<file path="src/rtl/sense_slice_feeder.sv">
// Splits the raw counter stream at THRESHOLD into a bounded, slice-tagged sensed
// stream and an outlier-residue FIFO for the outlier-tree builder.
module sense_slice_feeder #(
  parameter int unsigned NUM_COUNTER = 10,
  parameter int unsigned NUM_SLICE   = 2,
  parameter int unsigned THRESHOLD   = 255,
  parameter int unsigned FIFO_DEPTH  = 16
) (
  input  logic        Clk,
  input  logic        Reset_n,
  input  logic        Start,
  input  logic        In_Valid,
  output logic        In_Ready,
  input  logic [31:0] In_Counter,
  output logic        Spa_Valid,
  output logic [31:0] Spa_Counter,
  output logic [7:0]  Spa_Row,
  output logic [7:0]  Spa_Slice,
  output logic        Spa_Last,
  output logic        Ovf_Valid,
  input  logic        Ovf_Ready,
  output logic [15:0] Ovf_Index,
  output logic [31:0] Ovf_Value,
  output logic        Busy,
  output logic        Done
);

  localparam int unsigned AW = $clog2(FIFO_DEPTH);
  localparam int unsigned CW = AW + 1;
  localparam logic [31:0]   THR        = 32'(THRESHOLD);
  localparam logic [7:0]    LAST_ROW   = 8'(NUM_COUNTER - 1);
  localparam logic [7:0]    LAST_SLICE = 8'(NUM_SLICE - 1);
  localparam logic [CW-1:0] FULL_CNT   = CW'(FIFO_DEPTH);

  typedef enum logic [1:0] {ST_IDLE, ST_RUN, ST_DRAIN, ST_DONE} state_e;

  typedef struct packed {
    logic [15:0] index;
    logic [31:0] value;
  } ovf_entry_t;

  state_e        state_q;
  logic [7:0]    row_q, slice_q;
  logic [CW-1:0] count_q, count_d;
  logic [AW-1:0] wr_ptr_q, rd_ptr_q;
  ovf_entry_t    mem_q [FIFO_DEPTH];
  ovf_entry_t    push_entry;
  ovf_entry_t    head;

  logic        in_ready_q, busy_q, done_q, ovf_valid_q;
  logic        spa_valid_q, spa_last_q;
  logic [31:0] spa_counter_q;
  logic [7:0]  spa_row_q, spa_slice_q;

  logic accept, over, push, pop, run_end;

  // Handshake decode and FIFO occupancy next-state
  always_comb begin
    accept  = In_Valid && in_ready_q;
    over    = In_Counter > THR;
    push    = accept && over;
    pop     = Ovf_Ready && (count_q != '0);
    run_end = accept && (row_q == LAST_ROW) && (slice_q == LAST_SLICE);
    push_entry.index = (16'(slice_q) * 16'(NUM_COUNTER)) + 16'(row_q);
    push_entry.value = In_Counter - THR;
    count_d = count_q;
    if (push && !pop) begin
      count_d = count_q + CW'(1);
    end else if (pop && !push) begin
      count_d = count_q - CW'(1);
    end
    head = mem_q[rd_ptr_q];
  end

  // Run-control FSM; In_Ready is precomputed from next occupancy so it stays registered
  always_ff @(posedge Clk or negedge Reset_n) begin
    if (!Reset_n) begin
      state_q    <= ST_IDLE;
      in_ready_q <= 1'b0;
      busy_q     <= 1'b0;
      done_q     <= 1'b0;
    end else begin
      done_q <= 1'b0;
      case (state_q)
        ST_IDLE: begin
          if (Start) begin
            state_q    <= ST_RUN;
            busy_q     <= 1'b1;
            in_ready_q <= (count_d != FULL_CNT);
          end
        end
        ST_RUN: begin
          if (run_end) begin
            state_q    <= ST_DRAIN;
            in_ready_q <= 1'b0;
          end else begin
            in_ready_q <= (count_d != FULL_CNT);
          end
        end
        ST_DRAIN: begin
          if (count_d == '0) begin
            state_q <= ST_DONE;
            busy_q  <= 1'b0;
            done_q  <= 1'b1;
          end
        end
        ST_DONE: state_q <= ST_IDLE;
        default: state_q <= ST_IDLE;
      endcase
    end
  end

  // Row/slice tagging and the registered sensed stream
  always_ff @(posedge Clk or negedge Reset_n) begin
    if (!Reset_n) begin
      row_q         <= '0;
      slice_q       <= '0;
      spa_valid_q   <= 1'b0;
      spa_counter_q <= '0;
      spa_row_q     <= '0;
      spa_slice_q   <= '0;
      spa_last_q    <= 1'b0;
    end else begin
      spa_valid_q <= accept;
      if ((state_q == ST_IDLE) && Start) begin
        row_q   <= '0;
        slice_q <= '0;
      end else if (accept) begin
        if (row_q == LAST_ROW) begin
          row_q   <= '0;
          slice_q <= slice_q + 8'd1;
        end else begin
          row_q <= row_q + 8'd1;
        end
      end
      if (accept) begin
        spa_counter_q <= over ? THR : In_Counter;
        spa_row_q     <= row_q;
        spa_slice_q   <= slice_q;
        spa_last_q    <= (row_q == LAST_ROW);
      end
    end
  end

  // Outlier FIFO pointers and occupancy
  always_ff @(posedge Clk or negedge Reset_n) begin
    if (!Reset_n) begin
      wr_ptr_q    <= '0;
      rd_ptr_q    <= '0;
      count_q     <= '0;
      ovf_valid_q <= 1'b0;
    end else begin
      count_q     <= count_d;
      ovf_valid_q <= (count_d != '0);
      if (push) wr_ptr_q <= wr_ptr_q + AW'(1);
      if (pop)  rd_ptr_q <= rd_ptr_q + AW'(1);
    end
  end

  always_ff @(posedge Clk) begin
    if (push) mem_q[wr_ptr_q] <= push_entry;
  end

  assign In_Ready    = in_ready_q;
  assign Busy        = busy_q;
  assign Done        = done_q;
  assign Spa_Valid   = spa_valid_q;
  assign Spa_Counter = spa_counter_q;
  assign Spa_Row     = spa_row_q;
  assign Spa_Slice   = spa_slice_q;
  assign Spa_Last    = spa_last_q;
  assign Ovf_Valid   = ovf_valid_q;
  // Head is masked while empty so the storage never leaks onto the port
  assign Ovf_Index   = ovf_valid_q ? head.index : 16'd0;
  assign Ovf_Value   = ovf_valid_q ? head.value : 32'd0;

endmodule
</file>
<file path="config.mk">
export PLATFORM = sky130hd
export DESIGN_NAME = sense_slice_feeder
export DESIGN_NICKNAME = d
export VERILOG_FILES = /design/src/rtl/sense_slice_feeder.sv
export SDC_FILE = /design/constraint.sdc
export NUM_CORES = 1
export LEC_CHECK = 0
export CAP_MARGIN = 10
export CORE_AREA = 4 4 237 239
export DETAILED_ROUTE_END_ITERATION = 16
export DIE_AREA = 0 0 241 243
export GPL_TIMING_DRIVEN = 0
export PLACE_DENSITY = 0.78
export SYNTH_ARGS = -nofsm -noshare
export SYNTH_HDL_FRONTEND = slang
export SYNTH_SLANG_ARGS = --single-unit
</file>
<file path="constraint.sdc">
create_clock -name Clk -period 3.8 [get_ports Clk]
set_input_delay 0.57 -clock Clk [delete_from_list [all_inputs] [get_ports Clk]]
set_output_delay 0.57 -clock Clk [all_outputs]
set_load 0.1 [all_outputs]
</file>
==> impl_metrics.ini <==
[cts]
clk_pin_slew_ps = 60
htree_levels = 3
cts_made_buffers = 78
insertion_delay_ps = 620
cts_sinks = 805
clockBufferDepth = 3
cts_tree = built
root_buffer = clkbuf_16

[timing]
tightest_slew_ps = 1220
fin_crit_sh = 0.990
max_slew_margin = 0.182
period_needed_ps = 3760
rsz0062_at_grt = true
whs_ps = 374
clock.fmax_mhz = 266
finalSetupViolations = 0
hold_viol = 0
skew_ps = 27.4
finalSetupTns_ps = 0
slew_viol_final = 0

[routing]
drt_iter0_markers = 2001
wl_per_cell_um = 30.0
finalWirelength_um = 77000
dr.pass1.iters = 6
drtAntennaViolNets = 0
drc_errors = 0
viasPerCell = 6.46
via_count = 16565

[grt]
grt_pass1_vias = 17581
grt-ovfl-total = 0
track_usage = 0.271
antenna_found_initial = 0
grt_max_degree = 69
grt_first_pass_wirelength_um = 115000

[finish]
antennaDiodeCount = 0
fin_nets = 1879
fillers = 3222
final_cell_area_um2 = 37200
final_cells = 2565
regArea_um2 = 23700
multi_input_area_um2 = 8160
synthToLayoutAreaGrowth_pct = 15.9
drive_above_1_share = 0.258

[yosys]
yosysMostFrequentCell = edfxtp_1
syn_avg_cell_area_um2 = 20.7
synth_area_um2 = 32100
synth_common_cells = 720 x edfxtp_1, 225 x mux4_2, 85 x dfrtp_1, 84 x and2_1, 70 x nand2_1
synth.area.top_cells = edfxtp_1 67%, mux4_2 16%, dfrtp_1 6.6%
ys_warn_count = 0
synth_top_area_share = 0.674
synth_flop_cell = edfxtp_1
syn_inst = 1552
ys_seq_elements = 805
synth_area_leader_cell = edfxtp_1
synth_seq_area_share = 0.740
synth_edf_count = 720
synth.distinct_cells = 52
ys_async_sr_fraction = 0.106

[status]
outcome = finished, final reports clean

[setup_path]
arrival_ps = 3190
startpoint = rd_ptr_q[0]
crit_path_end_kind = primary output
start_kind = flop
crit_required_ps = 3230
critical_path_class = reg2out
worstPathMaxFanout = 10
reg2reg_from = slice_q[2]

[place]
globalplace.congestion = 0.799
portBuffers = 135
place_inst = 2407
dpl_cell_area_um2 = 34600
hpwl_um = 40100

[die]
die_w_um = 241
die_h_um = 243
coreArea_um2 = 53800
num_rows = 85
fp.dieArea_um2 = 58600
initial_utilization = 0.596
ios = 139

[hold_path]
hold_class = in2async

[flow_run]
max_cap_viol_count = 0

[pwr]
power_mw = 31.3
power_density_nw_per_um2 = 842
vdd_drop_max_mv = 0.660
p_leak_nw = 12.7
==> routing by layer <==
layer,routed length (um),vias to the layer above,GRT usage
li1,-,6795,-
met2,38400,1048,0.437
met3,8400,150,0.0719
met5,0,-,0
met4,2090,0,0.0793
met1,28100,8572,0.374
==> sequential cells by signal (all words and copies together) (netlist names), 2 cells and up <==
signal,flops
Spa_Row,8
Spa_Counter,32
state_q,2
slice_q,8
Spa_Slice,8
count_q,5
row_q,8
wr_ptr_q,4
rd_ptr_q,4
mem_q,720
==> layout by cell type (no fill, tap or decap), types with 26 or more instances in the layout <==
cell type,n
clkbuf_16,83
clkbuf_1,33
buf_2,50
clkdlybuf4s50_1,89
dfrtp_1,85
mux4_2,225
nand2_1,70
xnor2_1,33
edfxtp_1,720
nor2_1,26
and2_1,72
ha_1,34
==> path summary, 6_finish.rpt <==
check | to | slack, ps | cells past startpoint
max in group asynchronous | slice_q[5] | 2790 | 3
hold reg to reg | Spa_Counter[27] | 490 | 1
min in group Clk | Spa_Counter[27] | 490 | 1
setup / recovery | Ovf_Value[16] | 40 | 6
setup reg to reg | mem_q[11][42] | 270 | 10
hold / removal | Spa_Counter[29] | 370 | 2
==> logic make-up (layout without fill, tap and decap cells) <==
group / Yosys count / after routing / share of synthesized area
buf+inv: 94 / 393 / 0.0113
compound gates: 62 / 62 / 0.0136
mux: 229 / 229 / 0.159
fa+ha+maj: 36 / 36 / 0.0145
flops: 805 / 805 / 0.740
xor+xnor: 60 / 60 / 0.0164
simple gates: 265 / 265 / 0.0448
other cells: 1 / 19 / 0.000117
==> report_power, final <==
part / leakage (nW) / internal (mW) / switching, mW / total (mW)
clock network: 1.20 / 4.28 / 3.24 / 7.53
registers: 7.61 / 10.8 / 0.399 / 11.2
logic: 3.87 / 3.91 / 8.66 / 12.6
total: 12.7 / 19.0 / 12.3 / 31.3
==> per-stage QoR <==
stage          setup slack [ps]  utilization
4_1_cts                    9.20        0.689
3_3_place_gp              -1450        0.639
5_1_grt                   -45.4        0.691
6_report                   39.3        0.691
2_1_floorplan               137            -
3_5_place_dp               -953        0.642
==> worst max-delay path, cell delays in order, from the launching register on <==
cell and delay [ps]:
dfrtp_1 430, buf_4 280, buf_4 310, mux4_2 550
mux4_2 540, and2_1 190, buf_2 290
==> cell type report <==
class | count | share of cell area
tap | 696 | 0.0234
timing repair buffer | 156 | 0.0377
sequential | 805 | 0.638
multi-input combinational | 671 | 0.219
buffer | 70 | 0.0123
clock buffer | 101 | 0.0579
clock inverter | 42 | 0.00871
inverter | 24 | 0.00242
==> timing repair <==
action                                 CTS  global route
endpoints found under the hold margin   17             0
setup endpoints to repair              173           201
pin swaps                                0             1
resized for setup                      362             8
cloned                                   0             0
hold buffers                             1             0
setup buffers                            0             1
(Power assumes the default switching activity.)
